<file path="config.mk">
export PLATFORM = sky130hd
export DESIGN_NAME = trb_mem_ctrl_flat
export DESIGN_NICKNAME = d
export VERILOG_FILES = /design/src/rtl/trb_mem_ctrl_pkg.sv /design/src/rtl/trb_mem_ctrl_if.sv /design/src/rtl/trb_mem_ctrl_ram.sv /design/src/rtl/trb_mem_ctrl.sv /design/src/flat_wrapper.sv
export SDC_FILE = /design/constraint.sdc
export NUM_CORES = 1
export LEC_CHECK = 0
export ABC_AREA = 1
export ABC_CLOCK_PERIOD_IN_PS = 4150
export CORE_MARGIN = 5
export CORE_UTILIZATION = 55
export CTS_CLUSTER_SIZE = 28
export DETAILED_ROUTE_END_ITERATION = 10
export PLACE_DENSITY = 0.74
export SETUP_SLACK_MARGIN = 0.1
export SKIP_CTS_REPAIR_TIMING = 1
export SLEW_MARGIN = 10
export SYNTH_ARGS = -nofsm -noshare
export SYNTH_HDL_FRONTEND = slang
export SYNTH_SLANG_ARGS = --single-unit
</file>
<file path="constraint.sdc">
create_clock -name clk -period 4.15 [get_ports clk]
set_input_delay 0.6225 -clock clk [delete_from_list [all_inputs] [get_ports clk]]
set_output_delay 0.6225 -clock clk [all_outputs]
set_load 0.005 [all_outputs]
</file>
<file path="src/rtl/trb_mem_ctrl_pkg.sv">
// Shared types and sizing for the trace buffer memory controller.
package trb_mem_ctrl_pkg;

  localparam int TRB_WIDTH     = 32;
  localparam int TRB_DEPTH     = 16;
  localparam int TRB_ADDR_BITS = $clog2(TRB_DEPTH);

  typedef logic [TRB_WIDTH-1:0]     trb_word_t;
  typedef logic [TRB_ADDR_BITS-1:0] trb_addr_t;
  typedef logic [TRB_ADDR_BITS:0]   trb_count_t;

  typedef enum logic [2:0] {
    ST_IDLE   = 3'd0,
    ST_TRACE  = 3'd1,
    ST_POST   = 3'd2,
    ST_DONE   = 3'd3,
    ST_STREAM = 3'd4
  } trb_state_e;

  // Pointer increment that wraps naturally at TRB_DEPTH (power of two).
  function automatic trb_addr_t next_addr(input trb_addr_t a);
    return trb_addr_t'(a + trb_addr_t'(1));
  endfunction

endpackage

</file>
<file path="src/rtl/trb_mem_ctrl_if.sv">
// Tracer/system bus of the trace buffer controller.
// Handshake: load is a one-cycle request with no backpressure; the controller
// answers with load_valid high for exactly one cycle, with rd_data valid in
// that same cycle. rd_data holds its value until the next answered read.
// store and sys_we are fire-and-forget write strobes sampled every cycle.
interface trb_mem_ctrl_if;
  import trb_mem_ctrl_pkg::*;

  logic       en;
  logic       mode;
  logic       trg_event;
  trb_addr_t  post_trg;
  logic       store;
  trb_word_t  wr_data;
  logic       load;
  trb_word_t  rd_data;
  logic       load_valid;
  logic       sys_we;
  trb_word_t  sys_data;
  trb_addr_t  event_addr;
  trb_addr_t  wr_ptr;
  logic       wrapped;
  logic       done;
  logic       full;
  logic       empty;
  logic       ovf;
  trb_state_e state;

  modport master (
    output en, mode, trg_event, post_trg, store, wr_data, load, sys_we, sys_data,
    input  rd_data, load_valid, event_addr, wr_ptr, wrapped, done, full, empty,
           ovf, state
  );

  modport slave (
    input  en, mode, trg_event, post_trg, store, wr_data, load, sys_we, sys_data,
    output rd_data, load_valid, event_addr, wr_ptr, wrapped, done, full, empty,
           ovf, state
  );

endinterface

</file>
<file path="src/rtl/trb_mem_ctrl_ram.sv">
// Simple dual-port synchronous RAM, one write and one read port.
// A read and a write to the same address in one cycle return the old word.
module trb_ram
  import trb_mem_ctrl_pkg::*;
(
  input  logic      clk,
  input  logic      rst_n,
  input  logic      we,
  input  trb_addr_t waddr,
  input  trb_word_t wdata,
  input  logic      re,
  input  trb_addr_t raddr,
  output trb_word_t q
);

  trb_word_t mem [TRB_DEPTH];

  // Storage array, deliberately not reset.
  always_ff @(posedge clk) begin
    if (we) mem[waddr] <= wdata;
  end

  // Registered read port; holds the last word read until the next read.
  always_ff @(posedge clk or negedge rst_n) begin
    if (!rst_n)  q <= '0;
    else if (re) q <= mem[raddr];
  end

endmodule

</file>
<file path="src/rtl/trb_mem_ctrl.sv">
// Trace buffer memory controller: circular trace capture with trigger and
// post-trigger window, or a FIFO stream from the system side to the tracer.
module trb_mem_ctrl
  import trb_mem_ctrl_pkg::*;
(
  input logic           clk,
  input logic           rst_n,
  trb_mem_ctrl_if.slave bus
);

  trb_state_e state, state_nxt;

  trb_addr_t  wr_ptr, rd_ptr, event_addr;
  trb_addr_t  post_cnt;
  trb_count_t count;
  logic       wrapped, done, ovf, pending;
  logic       load_valid;
  logic       use_byp;
  trb_word_t  byp_data;
  trb_word_t  ram_q;

  logic       full_c, empty_c;
  logic       start_c, trace_mode_c, trace_wr_c, trace_rd_c, trig_c, post_last_c;
  logic       stream_c, st_wr_c, st_rd_c, st_drop_c, service_c, pend_set_c;
  logic       ram_we_c, ram_re_c;
  trb_addr_t  ram_raddr_c;
  trb_word_t  ram_wdata_c;

  // State register.
  always_ff @(posedge clk or negedge rst_n) begin
    if (!rst_n) state <= ST_IDLE;
    else        state <= state_nxt;
  end

  // Next-state logic; mode is only looked at when leaving IDLE.
  always_comb begin
    state_nxt = state;
    case (state)
      ST_IDLE:   if (bus.en) state_nxt = bus.mode ? ST_STREAM : ST_TRACE;
      ST_TRACE:  if (!bus.en) state_nxt = ST_IDLE;
                 else if (bus.trg_event) state_nxt = ST_POST;
      ST_POST:   if (!bus.en) state_nxt = ST_IDLE;
                 else if (bus.store && post_cnt == '0) state_nxt = ST_DONE;
      ST_DONE:   if (!bus.en) state_nxt = ST_IDLE;
      ST_STREAM: if (!bus.en) state_nxt = ST_IDLE;
      default:   state_nxt = ST_IDLE;
    endcase
  end

  // Per-cycle actions decoded from state and requests.
  always_comb begin
    full_c       = (count == trb_count_t'(TRB_DEPTH));
    empty_c      = (count == '0);
    start_c      = (state == ST_IDLE) && bus.en;
    trace_mode_c = bus.en && (state == ST_TRACE || state == ST_POST || state == ST_DONE);
    trace_wr_c   = bus.en && bus.store && (state == ST_TRACE || state == ST_POST);
    trace_rd_c   = trace_mode_c && bus.load;
    trig_c       = bus.en && (state == ST_TRACE) && bus.trg_event;
    post_last_c  = bus.en && (state == ST_POST) && bus.store && (post_cnt == '0);
    stream_c     = bus.en && (state == ST_STREAM);
    st_wr_c      = stream_c && bus.sys_we && !full_c;
    st_drop_c    = stream_c && bus.sys_we && full_c;
    st_rd_c      = stream_c && bus.load && !empty_c;
    // A waiting (or same-cycle) read on an empty FIFO takes the written word directly.
    service_c    = st_wr_c && (pending || (bus.load && empty_c));
    pend_set_c   = stream_c && bus.load && empty_c && !st_wr_c;
    ram_we_c     = trace_wr_c || st_wr_c;
    ram_wdata_c  = stream_c ? bus.sys_data : bus.wr_data;
    ram_re_c     = trace_rd_c || st_rd_c;
    ram_raddr_c  = stream_c ? rd_ptr : wr_ptr;
  end

  // Pointers, counters and sticky status flags.
  always_ff @(posedge clk or negedge rst_n) begin
    if (!rst_n) begin
      wr_ptr     <= '0;
      rd_ptr     <= '0;
      count      <= '0;
      post_cnt   <= '0;
      event_addr <= '0;
      wrapped    <= 1'b0;
      done       <= 1'b0;
      ovf        <= 1'b0;
      pending    <= 1'b0;
    end else if (start_c) begin
      wr_ptr     <= '0;
      rd_ptr     <= '0;
      count      <= '0;
      post_cnt   <= '0;
      event_addr <= '0;
      wrapped    <= 1'b0;
      done       <= 1'b0;
      ovf        <= 1'b0;
      pending    <= 1'b0;
    end else begin
      if (ram_we_c) wr_ptr <= next_addr(wr_ptr);
      if (trace_wr_c && wr_ptr == trb_addr_t'(TRB_DEPTH - 1)) wrapped <= 1'b1;
      if (trig_c) begin
        event_addr <= trace_wr_c ? next_addr(wr_ptr) : wr_ptr;
        post_cnt   <= bus.post_trg;
      end else if (trace_wr_c && state == ST_POST && post_cnt != '0) begin
        post_cnt <= post_cnt - trb_addr_t'(1);
      end
      if (post_last_c) done <= 1'b1;
      if (st_drop_c) ovf <= 1'b1;
      if (st_rd_c || service_c) rd_ptr <= next_addr(rd_ptr);
      case ({st_wr_c, st_rd_c || service_c})
        2'b10:   count <= count + trb_count_t'(1);
        2'b01:   count <= count - trb_count_t'(1);
        default: count <= count;
      endcase
      if (service_c)       pending <= 1'b0;
      else if (pend_set_c) pending <= 1'b1;
    end
  end

  // Read-return path: one-cycle valid pulse and bypass for serviced pending reads.
  always_ff @(posedge clk or negedge rst_n) begin
    if (!rst_n) begin
      load_valid <= 1'b0;
      use_byp    <= 1'b0;
      byp_data   <= '0;
    end else begin
      load_valid <= ram_re_c || service_c;
      if (service_c) begin
        use_byp  <= 1'b1;
        byp_data <= bus.sys_data;
      end else if (ram_re_c) begin
        use_byp  <= 1'b0;
      end
    end
  end

  trb_ram u_ram (
    .clk   (clk),
    .rst_n (rst_n),
    .we    (ram_we_c),
    .waddr (wr_ptr),
    .wdata (ram_wdata_c),
    .re    (ram_re_c),
    .raddr (ram_raddr_c),
    .q     (ram_q)
  );

  assign bus.rd_data    = use_byp ? byp_data : ram_q;
  assign bus.load_valid = load_valid;
  assign bus.event_addr = event_addr;
  assign bus.wr_ptr     = wr_ptr;
  assign bus.wrapped    = wrapped;
  assign bus.done       = done;
  assign bus.full       = full_c;
  assign bus.empty      = empty_c;
  assign bus.ovf        = ovf;
  assign bus.state      = state;

endmodule
</file>
<file path="src/flat_wrapper.sv">
// flat-port wrapper written by rule: the top's interface ports become plain ports
module trb_mem_ctrl_flat import trb_mem_ctrl_pkg::*;
  (clk, rst_n, bus_en, bus_mode, bus_trg_event, bus_post_trg, bus_store, bus_wr_data, bus_load, bus_sys_we, bus_sys_data, bus_rd_data, bus_load_valid, bus_event_addr, bus_wr_ptr, bus_wrapped, bus_done, bus_full, bus_empty, bus_ovf, bus_state);
  trb_mem_ctrl_if bus_i ();
  input logic clk;
  input logic rst_n;
  input wire logic [$bits(bus_i.en)-1:0] bus_en;
  input wire logic [$bits(bus_i.mode)-1:0] bus_mode;
  input wire logic [$bits(bus_i.trg_event)-1:0] bus_trg_event;
  input wire logic [$bits(bus_i.post_trg)-1:0] bus_post_trg;
  input wire logic [$bits(bus_i.store)-1:0] bus_store;
  input wire logic [$bits(bus_i.wr_data)-1:0] bus_wr_data;
  input wire logic [$bits(bus_i.load)-1:0] bus_load;
  input wire logic [$bits(bus_i.sys_we)-1:0] bus_sys_we;
  input wire logic [$bits(bus_i.sys_data)-1:0] bus_sys_data;
  output wire logic [$bits(bus_i.rd_data)-1:0] bus_rd_data;
  output wire logic [$bits(bus_i.load_valid)-1:0] bus_load_valid;
  output wire logic [$bits(bus_i.event_addr)-1:0] bus_event_addr;
  output wire logic [$bits(bus_i.wr_ptr)-1:0] bus_wr_ptr;
  output wire logic [$bits(bus_i.wrapped)-1:0] bus_wrapped;
  output wire logic [$bits(bus_i.done)-1:0] bus_done;
  output wire logic [$bits(bus_i.full)-1:0] bus_full;
  output wire logic [$bits(bus_i.empty)-1:0] bus_empty;
  output wire logic [$bits(bus_i.ovf)-1:0] bus_ovf;
  output wire logic [$bits(bus_i.state)-1:0] bus_state;
  assign bus_i.en = bus_en;
  assign bus_i.mode = bus_mode;
  assign bus_i.trg_event = bus_trg_event;
  assign bus_i.post_trg = bus_post_trg;
  assign bus_i.store = bus_store;
  assign bus_i.wr_data = bus_wr_data;
  assign bus_i.load = bus_load;
  assign bus_i.sys_we = bus_sys_we;
  assign bus_i.sys_data = bus_sys_data;
  assign bus_rd_data = bus_i.rd_data;
  assign bus_load_valid = bus_i.load_valid;
  assign bus_event_addr = bus_i.event_addr;
  assign bus_wr_ptr = bus_i.wr_ptr;
  assign bus_wrapped = bus_i.wrapped;
  assign bus_done = bus_i.done;
  assign bus_full = bus_i.full;
  assign bus_empty = bus_i.empty;
  assign bus_ovf = bus_i.ovf;
  assign bus_state = bus_i.state;
  trb_mem_ctrl u_core (.clk(clk), .rst_n(rst_n), .bus(bus_i));
endmodule
</file>
==> impl_results.md, run 1 <==
* CTS root buf: clkbuf_16
* Final WL at 68.89 mm
* Final setup vio count at 0
* Setup total negative slack at 0 ns
* DP HPWL at 39.53 mm
* I/O Buffers at 124
* Chip Width at 232.4 um
* Clk slew on worst S/H paths at 0.06 ns
* Detailed-route via count at 19,780
* Largest net degree at the start of global routing at 135
* First-pass GRT wire length at 107.0 mm
* Achievable Freq at 312.3 MHz
* Flops & latches, synth at 606
* Power Dens Cells at 570.8 mW/mm^2
* Status: finished, final reports clean
* Residual DRC count at 0
* Final min period at 3.202 ns
* Initial DRC Count at 2,204
* Core Rows at between 80 and 90
* Synth unique cells at 29
* Fin crit share at 0.7717
* Routed Antenna Nets at 0
* Routability cong. at 0.8783
* Syn_area_per_cell at approximately 9.6 sq um
* Top-area cell type share of the netlist area at 0.5652
* Io pins at ~130
* Synth top area cells: edfxtp_1, nand2_1, nand3_1
* Core area at about 0.049 sq mm
* RSZ-0062 raised after global routing: false
* Vias in the first global route at approximately 20,000
* Ant diodes at 0
* Critical Path Fanout Max at 18
* Wirelength per Cell at roughly 19 um
* GR Overflow Total at 0
* GRT Util Overall at 0.2546
* Die ar. at 0.05401 sq mm
* MaxCap Viol Count at 0
* Worst skew pair latency at between 0.6 and 0.7 ns
* Layout cells sized above 1 at 0.06501
* Antenna violations before repair at 1
* Syn Nets at 2,922
* Critical path class: reg -> out
* Hold Fails Final Rpt at 0
* Slew HR at 0.4023
* H-tree Lvls at 2
* Seq/Total Area, Yosys at 0.6516
* Min-Delay Path Class: reg -> reg
* CTS tree: done
* Setup crit start kind: flop
* CP Data Arrival Time at approximately 2.6 ns
* Post-DP Area at 0.02958 sq mm
* Non-Filler Cell Area, Final at 0.03142 sq mm
* Number of nets in the layout at 3,052
* Mapped Cells at 2,838
* CTS Buf Count at 58
* Initial Utilization at 0.5557
* Critical Path RT at between 3 and 4 ns
* Worst-case clock buffer depth at 3
* Synthesized area at 0.02720 sq mm
* Vias per cell at 5.377
* Yosys warnings at 0
* Area growth syn-to-layout at 15.50%
* Pre-Repair DR Iteration Count at 6
* Die Y at approximately 230 um
* Leak Pwr at 0.01406 uW
* # fillers at 3,752
* Fin. max-slew vios at 0
* Clock tree sinks at 606
* VDD IR-drop max at between 0.4 and 0.5 mV
* Clock Skew at 0.01353 ns
* Slew @ Worst Pin at 0.8956 ns
* Worst Setup End Kind: primary output
* Synth area leader: edfxtp_1
* Hold_ws at between 0.4 and 0.5 ns
sequential cells by signal, summed over array words and instances (netlist names), 3 cells and up:
name                   flops
u_core.bus.state           3
u_core.byp_data           32
u_core.bus.event_addr      4
u_core.rd_ptr              4
u_core.u_ram.mem         512
u_core.count               5
u_core.bus.wr_ptr          4
u_core.post_cnt            4
u_core.u_ram.q            32
cell usage in the layout (no fill, tap or decap), types with 59 or more instances in the layout:
cell type	netlist	final
dfrtp_1	94	93
buf_4	11	69
o21ai_0	84	84
nand2_1	827	825
clkbuf_16	0	59
clkdlybuf4s50_1	0	123
inv_1	580	580
edfxtp_1	512	512
nand3_1	512	512
critical path, cell delays in order, from the launching register on:
cell             delay [ns]
dfrtp_2                0.74
buf_4                  0.38
nand2_1                0.21
nand2_1                0.11
clkdlybuf4s50_1        0.50
metal layers:
layer  GRT usage  up-vias  part of all wire  wire [um]
met5           0        -                 0          0
met2      0.4364      952              0.49      33910
met4      0.1027        0             0.034       2371
met1      0.3305     9356              0.39      26970
met3     0.03563      166             0.082       5640
li1            -     9307                 -          -
area by class of cell:
class / instances / area [sq um] / share of cell area
Timing Repair Buffer: 207 / 2039 / 0.06491
Multi-Input combinational cell: 1510 / 6793 / 0.2162
Clock inverter: 18 / 165.2 / 0.005256
Sequential cell: 606 / 17730 / 0.5642
Inverter: 585 / 2196 / 0.06988
Tap cell: 664 / 830.8 / 0.02644
Clock buffer: 89 / 1669 / 0.05312
path summary, 6_finish.rpt:
| kind | from | slack [ns] | cells past startpoint | endpoint |
|---|---|---|---|---|
| setup reg to reg | u_core.bus.state[0] | 1.22 | 11 | u_core.u_ram.mem[6][31] |
| hold reg to reg | u_core.u_ram.q[23] | 0.48 | 2 | u_core.u_ram.q[23] |
| setup / recovery | u_core.use_byp | 0.95 | 4 | bus_rd_data[23] |
| hold / removal | u_core.u_ram.q[23] | 0.48 | 2 | u_core.u_ram.q[23] |
| min in group asynchronous | rst_n | 0.50 | 2 | u_core.byp_data[21] |
| max in group asynchronous | rst_n | 2.68 | 3 | u_core.use_byp |
through the flow:
stage	power, uW	setup WS (ns)	util	std cells
6_report	17940	0.9475	0.6419	3679
5_1_grt	18890	0.8689	0.6419	3679
4_1_cts	17990	0.9095	0.6417	3678
3_5_place_dp	12900	0.7168	0.6042	3571
3_3_place_gp	12760	0.8303	0.6042	3571
2_1_floorplan	10940	0.9099	-	2838
cells in the mapped netlist:
library cell / instances
xor2_1: 5
buf_6: 1
nand4_1: 3
a21oi_1: 8
xnor2_1: 2
clkbuf_1: 37
nand2_2: 3
a31oi_1: 1
o21ai_0: 84
nor2_1: 38
edfxtp_1: 512
nand2_4: 1
inv_1: 580
nand3_1: 512
ha_1: 8
nor3_1: 3
o21ai_1: 2
nand2_1: 827
nor2_2: 2
buf_1: 9
dfrtp_1: 94
buf_2: 79
o31ai_1: 2
buf_4: 11
nor2_4: 1
inv_2: 5
a21boi_0: 1
o2111ai_1: 3
o21ai_2: 4
logic make-up (layout without fill, tap and decap cells):
kind of cell,after synthesis,count (layout),share of synthesized area
AOI/OAI and AO/OA,105,105,0.02061
DFF,606,606,0.6516
xor gates and xnor gates,7,7,0.002254
buffers and inverters,722,899,0.1051
and+or+nand+nor,1390,1390,0.2168
adders and majority gates,8,8,0.003680
report_power, final:
part | leakage (uW) | total [uW] | switching [uW] | internal [uW]
sequential | 0.00584 | 7600 | 352 | 7250
combinational | 0.00734 | 5220 | 3370 | 1840
clock | 0.000888 | 5120 | 2180 | 2940
(Power assumes the default switching activity.)
==> inputs of run 2 (changes only) <==
--- a/config.mk
+++ b/config.mk
@@ -6,7 +6,7 @@
 export NUM_CORES = 1
 export LEC_CHECK = 0
 export ABC_AREA = 1
-export ABC_CLOCK_PERIOD_IN_PS = 4150
+export ABC_CLOCK_PERIOD_IN_PS = 3000
 export CORE_MARGIN = 5
 export CORE_UTILIZATION = 55
 export CTS_CLUSTER_SIZE = 28
==> constraint.sdc (replaced) <==
create_clock -name clk -period 3 [get_ports clk]
set_input_delay 0.45 -clock clk [delete_from_list [all_inputs] [get_ports clk]]
set_output_delay 0.45 -clock clk [all_outputs]
set_load 0.005 [all_outputs]
==> run 2 against run 1 <==
Compared with the run above:
- sequential power rose by 37%
- sequential cell count stayed put
- first-iteration DRC count is 3.5% lower
- combinational power is 47% higher
- register-to-register slack got worse by 0.74 ns
- clock power grew 45%
- count of clock-buffer cells in the layout shrank 21
- die area stayed put
- final cell count grew 1.1%
==> impl_results.md, run 2 (same netlist as run 1, synthesis figures left out) <==
* Status: finished, final reports clean
* Number of nets in the layout at 3,090
* GR Overflow Total at 0
* VDD IR-drop max at 0.5096 mV
* CP Data Arrival Time at 2.36 ns
* Slew HR at 0.3956
* Initial DRC Count at 2,127
* Met3 global-route usage at 0.03331
* Slew @ Worst Pin at 0.8971 ns
* Area growth syn-to-layout at 17.77%
* Fin crit share at 0.9354
* Critical Path RT at 2.55 ns
* FF+latch area at 0.01773 sq mm
* Min-Delay Path Class: in -> async
* Initial Utilization at 0.5557
* Routability cong. at 0.9004
* Routed Antenna Nets at 0
* Vias per cell at around 5.4
* Antenna violations before repair at 0
* Dpl ws at 0.2138 ns
* Top Registers: u_core.u_ram.mem (512), u_core.byp_data (32), u_core.u_ram.q (32)
* Internal at 17,070 uW
* Critical path class: reg -> out
* Worst Setup End Kind: primary output
* Area of the multi-input gates at 0.006793 sq mm
* GRT Util Overall at 0.2626
* Comb pwr share at 0.300
* Core Rows at 81
* Pre-Repair DR Iteration Count at 5
* Clock tree sinks at 606
* Final setup vio count at 0
* Grt peak-use layer: met2
* Leak Pwr at 0.01439 uW
* Layout cells sized above 1 at 0.08115
* Worst R2R Start: u_core.bus.state[0]
* Vias in the first global route at 19,840
* Setup total negative slack at 0 ns
* I/O Buffers at 124
* Setup crit start kind: flop
* Chip Width at 232.4 um
* Setup ws final at 0.1938 ns
* Final min period at roughly 2.8 ns
* Die ar. at 0.05401 sq mm
* Hold_ws at 0.3514 ns
* Clk slew on worst S/H paths at around 0.06 ns
* Largest net degree at the start of global routing at roughly 100
* Sequential power share at 0.409
* Switching Power at 8456 uW
* Worst-case clock buffer depth at 3
* Clock Skew at 0.01386 ns
* CTS root buf: clkbuf_16
* Most frequent cells in the layout: nand2_1, inv_1, nand3_1, edfxtp_1, clkdlybuf4s50_1
* CTS Buf Count at 59
* Max FFs per register at 512
* Crit path launch: u_core.use_byp
* GR Layer Usage met1 at 0.3417
* Hold Fails Final Rpt at 0
* Residual DRC count at 0
* Worst skew pair latency at just over 0.6 ns
* Largest Register: u_core.u_ram.mem
* Commonest non-fill, non-tap cell in the layout: nand2_1
* Io pins at 125
* Wirelength per Cell at 19.18 um
* Sw Share at 0.3313
* Detailed-route via count at between 20,000 and 25,000
* CTS tree: done
* Flop2flop setup slack at ~0.48 ns
* DP HPWL at 42.13 mm
* Clock power frac at 0.291
* MaxCap Viol Count at 0
* H-tree Lvls at 2
* Core area at just under 0.05 sq mm
* Power Dens Cells at roughly 800 mW/mm^2
* Ant diodes at 0
* Achievable Freq at 356.4 MHz
* Worst R2R Path Depth at 11
* Critical Path Fanout Max at 32
* First-pass GRT wire length at 109.9 mm
* RSZ-0062 raised after global routing: false
* # fillers at ~3,600
* Die Y at 232.4 um
* Fin. max-slew vios at 0
* GR Util met2 at 0.4493
* Final WL at 71.34 mm
==> run 2: cell types whose count changed in the layout (fill, tap and decap cells not counted), sizes merged <==
cell and change:
buf +37, clkinv +22, clkbuf -21, bufinv +4, inv -2, clkinvlp +1
==> run 2: layout make-up <==
cell class	count	share of cell area
well taps	664	0.02593
flip-flops and latches	606	0.5533
repair buffers	244	0.07947
multi-input cells	1510	0.2120
clock buffers	68	0.04776
inverters	585	0.06866
clock inverters	43	0.01281
==> run 2: path summary, 6_finish.rpt <==
kind / endpoint
setup / recovery: bus_rd_data[29]
hold / removal: u_core.byp_data[20]
setup reg to reg: u_core.u_ram.mem[6][12]
hold reg to reg: u_core.u_ram.q[5]
max in group asynchronous: u_core.byp_data[27]
min in group clk: u_core.byp_data[29]
==> run 2: metrics by stage <==
stage               instance area, sq um  utilization  cells  power (uW)
floorplan                          27200            -   2838       15130
global placement                   30070       0.6143   3607       17910
detailed placement                 30080       0.6146   3608       18140
CTS                                32020       0.6542   3719       25570
global route                       32040       0.6545   3720       26780
finish                             32040       0.6545   3720       25530
==> run 2: power by group through the flow <==
stage	clock (uW)	combinational [uW]	sequential (uW)
6_report	7440	7650	10400
5_1_grt	7860	8430	10500
4_1_cts	7520	7620	10400
3_5_place_dp	0	7550	10600
3_3_place_gp	0	7340	10600
2_1_floorplan	0	4670	10500
==> run 2: worst max-delay path: stages, from the launching register on <==
cell             delay, ns
dfrtp_2               0.38
buf_4                 0.49
nand2_1               0.15
nand2_1               0.17
clkdlybuf4s50_1       0.53
==> run 2: layer usage <==
layer,wire (um),up-vias,part of all wire
met5,0,-,0
met4,2954,0,0.041
met3,5741,193,0.080
met2,35310,979,0.49
met1,27340,9560,0.38
li1,-,9385,-
